File: config.mk
export PLATFORM = sky130hd
export DESIGN_NAME = spi_master
export DESIGN_NICKNAME = d
export VERILOG_FILES = /design/src/rtl/spi_master.sv
export SDC_FILE = /design/constraint.sdc
export NUM_CORES = 1
export LEC_CHECK = 0
export ABC_AREA = 0
export CAP_MARGIN = 30
export CORE_MARGIN = 10
export CORE_UTILIZATION = 40
export DETAILED_ROUTE_END_ITERATION = 8
export PLACE_DENSITY = 0.65
export SYNTH_ARGS = -nofsm -noshare
export SYNTH_HDL_FRONTEND = slang
export SYNTH_SLANG_ARGS = --single-unit
export TNS_END_PERCENT = 1
File: constraint.sdc
create_clock -name clk -period 1.9 [get_ports clk]
set_input_delay 0.38 -clock clk [delete_from_list [all_inputs] [get_ports clk]]
set_output_delay 0.38 -clock clk [all_outputs]
set_load 0.005 [all_outputs]
File: src/rtl/spi_master.sv
// Mode-0 SPI master: one COUNT_BITS word per accepted start, MSB first on mosi, MSB first from miso.
// Frame sequence LEAD -> SHIFT -> TRAIL -> GAP; every phase and sck half-period is CLK_DIV clk cycles.
module spi_master #(
  parameter int COUNT_BITS = 32,
  parameter int CLK_DIV    = 4
) (
  input  logic                  clk,
  input  logic                  rst_n,
  input  logic                  start,
  input  logic [COUNT_BITS-1:0] tx_data,
  output logic [COUNT_BITS-1:0] rx_data,
  output logic                  busy,
  output logic                  done,
  output logic                  sck,
  output logic                  mosi,
  input  logic                  miso,
  output logic                  ssel
);

  localparam int               BIT_W       = $clog2(COUNT_BITS);
  localparam logic [7:0]       HALF_RELOAD = 8'(CLK_DIV - 1);
  localparam logic [BIT_W-1:0] LAST_BIT    = BIT_W'(COUNT_BITS - 1);

  typedef enum logic [2:0] {
    IDLE  = 3'd0,
    LEAD  = 3'd1,
    SHIFT = 3'd2,
    TRAIL = 3'd3,
    GAP   = 3'd4
  } state_t;

  state_t                state_q, state_d;
  logic [7:0]            half_cnt_q, half_cnt_d;
  logic [BIT_W-1:0]      bit_cnt_q, bit_cnt_d;
  logic [COUNT_BITS-1:0] tx_shift_q, tx_shift_d;
  logic [COUNT_BITS-1:0] rx_shift_q, rx_shift_d;
  logic [COUNT_BITS-1:0] rx_data_q, rx_data_d;
  logic                  sck_q, sck_d;
  logic                  mosi_q, mosi_d;
  logic                  ssel_q, ssel_d;
  logic                  busy_q, busy_d;
  logic                  done_q, done_d;

  logic half_done;
  logic sck_rise;
  logic sck_fall;
  logic last_fall;

  // The end of LEAD doubles as the first sck rise, so SHIFT opens with sck already high.
  assign half_done = (half_cnt_q == 8'd0);
  assign sck_rise  = half_done && ((state_q == LEAD) || ((state_q == SHIFT) && !sck_q));
  assign sck_fall  = half_done && (state_q == SHIFT) && sck_q;
  assign last_fall = sck_fall && (bit_cnt_q == LAST_BIT);

  always_ff @(posedge clk or negedge rst_n) begin
    if (!rst_n) begin
      state_q    <= IDLE;
      half_cnt_q <= '0;
      bit_cnt_q  <= '0;
      tx_shift_q <= '0;
      rx_shift_q <= '0;
      rx_data_q  <= '0;
      sck_q      <= 1'b0;
      mosi_q     <= 1'b0;
      ssel_q     <= 1'b1;
      busy_q     <= 1'b0;
      done_q     <= 1'b0;
    end else begin
      state_q    <= state_d;
      half_cnt_q <= half_cnt_d;
      bit_cnt_q  <= bit_cnt_d;
      tx_shift_q <= tx_shift_d;
      rx_shift_q <= rx_shift_d;
      rx_data_q  <= rx_data_d;
      sck_q      <= sck_d;
      mosi_q     <= mosi_d;
      ssel_q     <= ssel_d;
      busy_q     <= busy_d;
      done_q     <= done_d;
    end
  end

  always_comb begin
    state_d = state_q;
    unique case (state_q)
      IDLE:    if (start)     state_d = LEAD;
      LEAD:    if (half_done) state_d = SHIFT;
      SHIFT:   if (last_fall) state_d = TRAIL;
      TRAIL:   if (half_done) state_d = GAP;
      GAP:     if (half_done) state_d = IDLE;
      default:                state_d = IDLE;
    endcase
  end

  always_comb begin
    half_cnt_d = half_cnt_q;
    bit_cnt_d  = bit_cnt_q;
    tx_shift_d = tx_shift_q;
    rx_shift_d = rx_shift_q;
    rx_data_d  = rx_data_q;
    sck_d      = sck_q;
    mosi_d     = mosi_q;
    ssel_d     = ssel_q;
    busy_d     = busy_q;
    done_d     = 1'b0;

    // Reloading on every expiry also covers every state change, so frames never drift.
    if ((state_q == IDLE) || half_done) begin
      half_cnt_d = HALF_RELOAD;
    end else begin
      half_cnt_d = half_cnt_q - 8'd1;
    end

    if (sck_rise) begin
      sck_d      = 1'b1;
      rx_shift_d = {rx_shift_q[COUNT_BITS-2:0], miso};
    end

    if (sck_fall) begin
      sck_d = 1'b0;
      if (!last_fall) begin
        mosi_d     = tx_shift_q[COUNT_BITS-1];
        tx_shift_d = tx_shift_q << 1;
        bit_cnt_d  = bit_cnt_q + BIT_W'(1);
      end
    end

    unique case (state_q)
      IDLE: begin
        if (start) begin
          tx_shift_d = tx_data << 1;
          mosi_d     = tx_data[COUNT_BITS-1];
          rx_shift_d = '0;
          bit_cnt_d  = '0;
          sck_d      = 1'b0;
          ssel_d     = 1'b0;
          busy_d     = 1'b1;
        end
      end
      TRAIL: begin
        if (half_done) begin
          ssel_d    = 1'b1;
          done_d    = 1'b1;
          rx_data_d = rx_shift_q;
        end
      end
      GAP: begin
        if (half_done) begin
          busy_d = 1'b0;
        end
      end
      default: begin
      end
    endcase
  end

  assign rx_data = rx_data_q;
  assign busy    = busy_q;
  assign done    = done_q;
  assign sck     = sck_q;
  assign mosi    = mosi_q;
  assign ssel    = ssel_q;

endmodule

==> flow_results.org, run 1 <==
** Logic synthesis
- Fraction of registers with async set or reset after synthesis :: 100%
- The most common cell in the synthesized netlist is sky130_fd_sc_hd__dfrtp_1.
- Post-synth cell types :: 37
- sky130_fd_sc_hd__dfrtp_1 takes more of the synthesized area than any other cell.
- Count of flip-flops with a built-in enable after synthesis :: 0
- Gate count after technology mapping :: 454
- Yosys attributes the largest share of cell area to sky130_fd_sc_hd__dfrtp_1 57%, sky130_fd_sc_hd__mux2_4 8.9%, sky130_fd_sc_hd__mux2i_1 6.3%, sky130_fd_sc_hd__nor2_1 5.7%, sky130_fd_sc_hd__nand2_1 5.5%.
- Most used flip-flop cell after synthesis :: sky130_fd_sc_hd__dfrtp_1
- Summing every instance area after synthesis gives slightly above 5000 µm².
- Synthesis produced a netlist with a net count of 493.
- The synthesized design contains between 100 and 150 register bits.
- Commonest cells in the netlist :: 116 x sky130_fd_sc_hd__dfrtp_1, 77 x sky130_fd_sc_hd__nor2_1, 74 x sky130_fd_sc_hd__nand2_1, 33 x sky130_fd_sc_hd__a31oi_1, 32 x sky130_fd_sc_hd__mux2i_1
- For this run, the number of Yosys warnings is 0.
- Average footprint of a synthesized cell :: 11.2 µm²
- Summed over its instances, the top area cell type makes up 57.3% of the synthesized netlist area.
- The share of the Yosys chip area taken by registers is 57.8%.

** Floorplan
- # IOs :: 73
- The floorplan step set the die height to 133 µm.
- Starting Density :: 40.5%
- The floorplan has 41 rows.
- The total area inside the core boundary comes to ~13000 µm².
- The die covers approximately 18000 µm².
- Die span in x :: 133 µm

** STA
- Worst-margin pin slew :: between 0.4 and 0.5 ns
- Across all setup checks in the final design, the least slack found is -0.0466 ns.
- Setup violations remaining at the end of the flow were counted as 28.
- Across the routed clock network, the largest skew measured is 0.00836 ns.
- The final number of max-transition violations came to 0.
- Worst slew margin relative to its limit :: 68.4%
- Setup repair after global routing could not meet its margin everywhere.
- Derived from the worst setup path, the maximum achievable clock frequency is 514 MHz.
- Crit path time final :: 1.95 ns
- In the finished design, the share of the clock period the worst path needs comes to 102%.
- Hold is met by 0.500 ns.
- The count of final hold-check violations is 0.

** Routing
- The routed layout has approximately 3600 vias.
- After detailed routing, the number of vias per cell comes to 4.88.
- Wires add up to around 11000 µm.
- For this run, design rule violations remaining after detail routing come to 0.
- In this run, the number of DRC markers left after iteration 0 of detailed routing was around 210.
- The first TritonRoute pass finished after 4 iterations.
- Routed wire per std cell :: 14.8 µm
- The detail route stage leaves a number of antenna-violating nets equal to 0.

** Critical path
- The setup path with the least slack is of type reg2reg.
- The worst setup path is captured at a flop.
- In this run the worst path has a maximum fanout of 4.
- CP required :: between 2 and 2.5 ns
- The slowest stage of the critical path belongs to the cell sky130_fd_sc_hd__dfrtp_1.
- Launching element of the worst setup path :: bit_cnt_q[0]$_DFF_PN0_
- Reg-to-reg slack, setup :: -0.05 ns
- List of cells traversed by the critical path :: ha_2 -> and3_4 -> ha_4 -> nor3b_4 -> nand4_1 -> buf_4 -> or3_1 -> a21oi_1
- Reg2Reg Capture Point :: bit_cnt_q[2]$_DFF_PN0_
- CP Launch Type :: flop
- Delay-heaviest family, CP :: simple AND/OR/NAND/NOR gates
- Source of the worst register-to-register timing path :: bit_cnt_q[0]$_DFF_PN0_
- Largest stage delay, worst path :: 0.39 ns
- Reg2reg path depth :: 8
- At the worst endpoint, the arrival time is roughly 2.3 ns.
- Together, buffers and inverters on the worst path number 1.

** CTS
- H-tree lvl count :: 4
- After clock tree synthesis, the clock-pin slew on the worst setup and hold paths is around 0.05 ns.
- In this run the deepest clock path goes through 2 buffers.
- CTS placed an instance of sky130_fd_sc_hd__clkbuf_16 at the clock tree root.
- TritonCTS built the clock tree.
- Clock tree synthesis inserted a total of 17 buffers.
- Clk_lat worst skew :: 0.40 ns
- # clock sinks :: 117

** Outcome
- The run finished, with violations left.
- Violated checks :: setup timing

** Global route
- The number of global-route vias before repair came to 3733.
- Global routing used 12.3% of the available tracks.
- Wire length of the first global-routing pass :: 18100 µm
- Global routing finished with a remaining overflow of 0.
- Initial antenna violation count :: 0
- Entering global routing, the biggest net connects 67 pins.

** Cells and area
- Number of filler cells placed in the layout :: ~1100
- Final net count :: 582
- Ant. Diodes :: 0
- Multi-input gate area :: 2020 µm²
- Post-synthesis to final-layout area growth :: 34.9%
- In the final layout, the share of cells above drive strength 1 is 19.1%.
- In the final layout, flip-flops and latches occupy 2930 µm².
- Measured on the finished design, the core utilization comes to 54.6%.
- Leaving out filler cells and counting taps, the final layout contains 728.

** Placement
- The number of placed instances, taps included, is 691.
- Worst setup timing slack at the placement stage :: -0.0892 ns
- Routability-driven placement finished with a final weighted congestion of 0.760.
- Detailed placer's ending HPWL :: 7060 µm
- Number of buffers added on ports :: 72

** Pwr
- Power density of the placed cells :: between 1500 and 2000 nW/µm²
- Across the VDD grid, the largest voltage drop is ~0.53 mV.
- Static leakage :: between 3 and 4 nW

** Flow run
- Max Cap Viol :: 0

** Min path
- The path class of the tightest hold or removal check is in2async.
## power breakdown
| group | switching [mW] | leakage (nW) | internal [mW] |
|---|---|---|---|
| registers | 0.818 | 1.37 | 3.61 |
| clock network | 1.05 | 0.289 | 2.06 |
| logic | 1.18 | 1.70 | 1.92 |
| total | 3.05 | 3.35 | 7.58 |
## worst reg2reg max path: stages, from the launching register on
cell and delay [ns]:
sky130_fd_sc_hd__dfrtp_1 0.39, sky130_fd_sc_hd__ha_2 0.20, sky130_fd_sc_hd__and3_4 0.18, sky130_fd_sc_hd__ha_4 0.16, sky130_fd_sc_hd__nor3b_4 0.18, sky130_fd_sc_hd__nand4_1 0.14, sky130_fd_sc_hd__buf_4 0.20, sky130_fd_sc_hd__or3_1 0.30
sky130_fd_sc_hd__a21oi_1 0.12
## worst max path at each step
stage,end,cells after the start
2_1_floorplan,rx_data[10]$_DFFE_PN0P_,8
6_report,bit_cnt_q[2]$_DFF_PN0_,8
4_1_cts,tx_shift_q[4]$_DFF_PN0_,8
3_3_place_gp,tx_shift_q[0]$_DFF_PN0_,7
5_1_grt,bit_cnt_q[2]$_DFF_PN0_,8
3_5_place_dp,tx_shift_q[17]$_DFF_PN0_,8
## cell usage in the layout, fill, tap and decap left out, types with 3 or more instances in the layout
cell / Yosys / layout
sky130_fd_sc_hd__a31oi_1: 33 / 32
sky130_fd_sc_hd__o21ai_0: 5 / 4
sky130_fd_sc_hd__nor2_1: 77 / 76
sky130_fd_sc_hd__buf_4: 2 / 17
sky130_fd_sc_hd__a21oi_1: 7 / 5
sky130_fd_sc_hd__mux2i_1: 32 / 32
sky130_fd_sc_hd__clkbuf_8: 0 / 4
sky130_fd_sc_hd__inv_1: 6 / 6
sky130_fd_sc_hd__clkbuf_16: 0 / 18
sky130_fd_sc_hd__nand4_1: 3 / 3
sky130_fd_sc_hd__xnor2_1: 6 / 6
sky130_fd_sc_hd__mux2_4: 30 / 30
sky130_fd_sc_hd__clkinv_2: 0 / 5
sky130_fd_sc_hd__clkdlybuf4s50_1: 0 / 71
sky130_fd_sc_hd__buf_12: 0 / 8
sky130_fd_sc_hd__nand2_1: 74 / 73
sky130_fd_sc_hd__nand3_1: 3 / 3
sky130_fd_sc_hd__dfrtp_1: 116 / 116
## stage by stage
step	TNS (ns)	area, µm²	total power, mW
floorplan	-0.436	5080	6.01
global placement	-0.0381	6110	7.35
detailed placement	-2.61	6110	7.50
CTS	-0.0504	6760	10.7
global route	-5.28	6840	11.3
finish	-0.470	6840	10.6
## cell families after synthesis
group,Yosys count,share of synthesized area (%)
AND/OR/NAND/NOR,179,15.3
flip-flops,117,57.8
multiplexers,64,15.7
AO/OA/AOI/OAI,50,6.05
buffers and inverters,35,3.43
XOR/XNOR,6,1.04
adder cells (fa/ha/maj),3,0.741
## routing by layer
metal	wire [µm]	GRT usage, %	share of wire, %
met5	0	0	0
met4	44	4.58	0.41
met3	561	4.13	5.2
met2	5250	19.5	49
met1	4910	15.2	46
## sequential cells by signal (all words and copies together), names as in the netlist
name / cells
rx_data: 32
state_q: 3
tx_shift_q: 32
rx_shift_q: 32
done: 1
sck: 1
half_cnt_q: 8
busy: 1
ssel: 1
bit_cnt_q: 5
mosi: 1
## cell type report
cell class | count | area share [%]
clock buffers | 23 | 7.14
clock inverters | 9 | 1.46
inverters | 6 | 0.329
multi-input cells | 302 | 29.6
flip-flops and latches | 117 | 42.8
well taps | 172 | 3.15
repair buffers | 99 | 15.5
## repair_timing
item                                    in CTS  in global routing
hold endpoints to repair                    30                  0
buffers inserted                             0                  2
endpoints found under the setup margin      68                 98
cloned                                       1                  1
pin swaps                                    4                 21
gates resized for setup                      9                  9
hold buffers                                 1                  0
Note: power is estimated with default switching activity, not from simulation.
==> run 2: changes to the inputs <==
--- a/config.mk
+++ b/config.mk
@@ -9,7 +9,9 @@
 export CAP_MARGIN = 30
 export CORE_MARGIN = 10
 export CORE_UTILIZATION = 40
+export CTS_CLUSTER_SIZE = 12
 export DETAILED_ROUTE_END_ITERATION = 8
+export GPL_ROUTABILITY_DRIVEN = 0
 export PLACE_DENSITY = 0.65
 export SYNTH_ARGS = -nofsm -noshare
 export SYNTH_HDL_FRONTEND = slang
==> results of run 2 <==
The final DEF is identical to that of run 1; final timing and power are the same.
==> run 3: changes to the inputs <==
--- a/config.mk
+++ b/config.mk
@@ -12,6 +12,7 @@
 export CTS_CLUSTER_SIZE = 12
 export DETAILED_ROUTE_END_ITERATION = 8
 export GPL_ROUTABILITY_DRIVEN = 0
+export GPL_TIMING_DRIVEN = 0
 export PLACE_DENSITY = 0.65
 export SYNTH_ARGS = -nofsm -noshare
 export SYNTH_HDL_FRONTEND = slang
==> run 3 against run 2 <==
The flow still finishes with violations (setup timing). Final area grew 1.1%. Final cell count grew 2.3%. First-iteration DRC count shrank 18%. Critical path depth grew 1. Die area is the same. Clock skew shrank 0.0015 ns. Worst hold slack lost 0.0022 ns. Largest power group unchanged.
==> flow_results.org, run 3 (same netlist as run 1, synthesis figures left out) <==
** Routing
- The first-iteration detailed-routing DRC count is 169 (-18%).
- The number of vias in the routed layout is 3656 (+2.8%).
- Routed wire per std cell :: 14.8 µm (about the same)
- The number of iterations in the first detailed-routing pass was 4 (unchanged).
- Remaining number of nets flagged by the antenna check after routing :: 0 (unchanged)
- The average via count per standard cell was 4.91 (+0.47%).
- Final WL :: 11000 µm (+2.3%)
- The count of unresolved DRC violations after routing came to 0 (unchanged).

** Floorplan
- The overall die height is 133 µm (unchanged).
- The standard-cell row count was 41 (unchanged).
- # IOs :: 73 (unchanged)
- The floorplan die area is 17600 µm² (unchanged).
- The initial cell density of the core came to 40.5% (unchanged).
- The total core area was 12500 µm² (unchanged).
- Die span in x :: 133 µm (unchanged)

** Pwr
- Static leakage :: 3.42 nW (+2.0%)
- The power per cell area came to 1510 nW/µm² (-2.8%).
- Final Power :: 10.4 mW (-1.8%)
- The peak ir drop on the vdd network came to 0.753 mV (+42%).

** Critical path
- Critical path fanouts, max :: 10 (+6)
- CP Launch Type :: flop
- Reg2reg path depth :: 9 (+1)
- Reg2Reg Capture Point :: rx_data[14]$_DFFE_PN0P_
- The critical path starts at half_cnt_q[0]$_DFF_PN0_.
- The setup path with the least slack is of type reg2reg.
- Timing endpoint of the critical path :: rx_data[14]$_DFFE_PN0P_
- Category of the worst setup path capture point :: flop
- In this run the critical register-to-register path is launched from half_cnt_q[0]$_DFF_PN0_.
- The stage delay of the slowest cell on the critical path came to 0.39 ns (about the same).
- WP data arrival :: 2.24 ns (-0.02 ns)
- Traced cell by cell, the critical path runs through inv_2 -> ha_4 -> nor4b_4 -> and2_1 -> buf_6 -> nand3_4 -> buf_12 -> buf_12 -> mux2_4.
- Top cell by count, worst path :: sky130_fd_sc_hd__buf_12
- For this design, the slowest cell found on the critical path is sky130_fd_sc_hd__dfrtp_1.
- The register-to-register setup slack was -0.06 ns (about the same).
- CP required :: 2.19 ns (-0.03 ns)

** Outcome
- Violated checks :: setup timing
- Status :: complete, but fails checks

** STA
- The final setup violation count was 33 (+18%).
- Period utilization :: 103% (+0.48 points)
- The sum of negative setup slack is -1.43 ns (-0.964 ns).
- The final worst slack was -0.0558 ns (-0.00917 ns).
- Final Max Slew Viols :: 0 (unchanged)
- Worst slew margin relative to its limit :: 64.5% (-4.0 points)
- RSZ-0062 raised after global routing :: true
- The actual transition at the worst max-transition pin is 0.533 ns (+0.0595 ns).
- The minimum period implied by the final worst setup slack is 1.96 ns (+0.00917 ns).
- The maximum clock frequency is 511 MHz (-0.47%).
- The count of final hold-check violations came to 0 (unchanged).
- Post-route clock skew :: 0.00690 ns (-0.00145 ns)

** Global route
- The total congestion overflow came to 0 (unchanged).
- Initial antenna violation count :: 0 (unchanged)
- Largest net degree at the start of global routing :: 62 (-7.5%)
- Global routing usage summed across all routing layers :: 13.0% (+0.71 points)
- Vias in the first global route :: 3916 (+4.9%)
- The first-pass GRT wire length came to 19000 µm (+4.6%).

** CTS
- The buffer levels on the longest clock path is 2 (unchanged).
- # clock sinks :: 117 (unchanged)
- Clk_lat worst skew :: 0.41 ns (about the same)
- CTS tree :: yes
- Clock transition at the registers of the reported paths :: 0.05 ns (about the same)
- TritonCTS Buffers :: 17 (unchanged)
- H-tree lvl count :: 4 (unchanged)
- Buffer cell driving the clock tree root :: sky130_fd_sc_hd__clkbuf_16

** Cells and area
- Final cell area excluding filler cells :: 6910 µm² (+1.1%)
- From synthesis to final layout, the design area changed by 36.4%.
- Final net count :: 602 (+3.4%)
- The share of cells above drive strength 1 came to 20.1% (+1.0 points).
- The library cell used most frequently in the layout, excluding fill and tap cells, is sky130_fd_sc_hd__dfrtp_1.
- The number of antenna repair diodes is 0 (unchanged).
- Highest-count cells in the layout ignoring fill and taps :: 116 x sky130_fd_sc_hd__dfrtp_1, 77 x sky130_fd_sc_hd__nor2_1, 74 x sky130_fd_sc_hd__nand2_1, 71 x sky130_fd_sc_hd__clkdlybuf4s50_1, 33 x sky130_fd_sc_hd__a31oi_1

** Placement
- Standard cell area after detailed placement :: 6050 µm² (-1.0%)
- Detailed placer's ending HPWL :: 7530 µm (+6.7%)
- The setup slack after placement is -0.274 ns (-0.185 ns).
- Number of buffers added on ports :: 72 (unchanged)

** Min path
- Hold Crit Class :: in2async

** Flow run
- Max Cap Viol :: 0 (unchanged)
-- run 3: cell count changes in the layout (fill, tap and decap cells not counted), sizes merged --
| cell | delta |
|---|---|
| clkbuf | +13 |
| bufbuf | +1 |
| bufinv | -1 |
| buf | +7 |
| clkinvlp | -2 |
| clkinv | -1 |
-- run 3: cell type report --
cell class              instances  area (µm²)
well taps                     172         215
repair buffers                 90         917
flip-flops and latches        117        2930
plain buffers                  29         260
clock buffers                  24         492
clock inverters                 5        50.0
multi-input cells             302        2020
inverters                       6        22.5
fillers                      1139        5610
-- run 3: power by group --
part	total, mW	switching [mW]	internal [mW]
clock network	2.92	1.02	1.90
logic	3.12	1.22	1.90
registers	4.40	0.795	3.61
-- run 3: timing repair --
item,4_1_cts,5_1_grt
pin swaps,12,8
buffers inserted,10,5
setup endpoints to repair,108,101
gates resized for setup,34,11
cloned,1,0
hold buffers,1,0
endpoints found under the hold margin,56,0
-- run 3: per-stage QoR --
stage	hold WS, ns	instances	utilization, %
after floorplan	0.0844	454	-
after global placement	0.465	698	48.1
after detailed placement	0.381	699	48.3
after CTS	0.511	740	54.7
after global routing	0.526	745	55.2
final	0.498	745	55.2
-- run 3: how the worst min path moves through the flow --
stage / from / endpoint / slack [ns] / cells past startpoint
after floorplan: rst_n / bit_cnt_q[0]$_DFF_PN0_ / 0.08 / 0
after global placement: half_cnt_q[0]$_DFF_PN0_ / half_cnt_q[0]$_DFF_PN0_ / 0.46 / 1
after detailed placement: rst_n / rx_data[6]$_DFFE_PN0P_ / 0.38 / 1
after CTS: rx_data[12]$_DFFE_PN0P_ / rx_data[12]$_DFFE_PN0P_ / 0.51 / 1
after global routing: rx_data[6]$_DFFE_PN0P_ / rx_data[6]$_DFFE_PN0P_ / 0.53 / 1
final: rst_n / rx_data[6]$_DFFE_PN0P_ / 0.50 / 2
-- run 3: worst max-delay path, delay by kind of cell (launching register included) --
kind	cells	cell delay, ns
adder cells (fa/ha/maj)	1	0.15
buffers and inverters	4	0.51
flip-flops	1	0.39
multiplexers	1	0.29
AND/OR/NAND/NOR	3	0.50
-- run 3: metal layers --
| metal | GRT usage [%] | vias to the layer above | part of all wire, % |
|---|---|---|---|
| met1 | 16.0 | 1792 | 46 |
| met2 | 20.6 | 96 | 47 |
| met5 | 0 | - | 0 |
| met3 | 5.19 | 10 | 6.1 |
| li1 | - | 1758 | - |
| met4 | 4.10 | 0 | 0.83 |
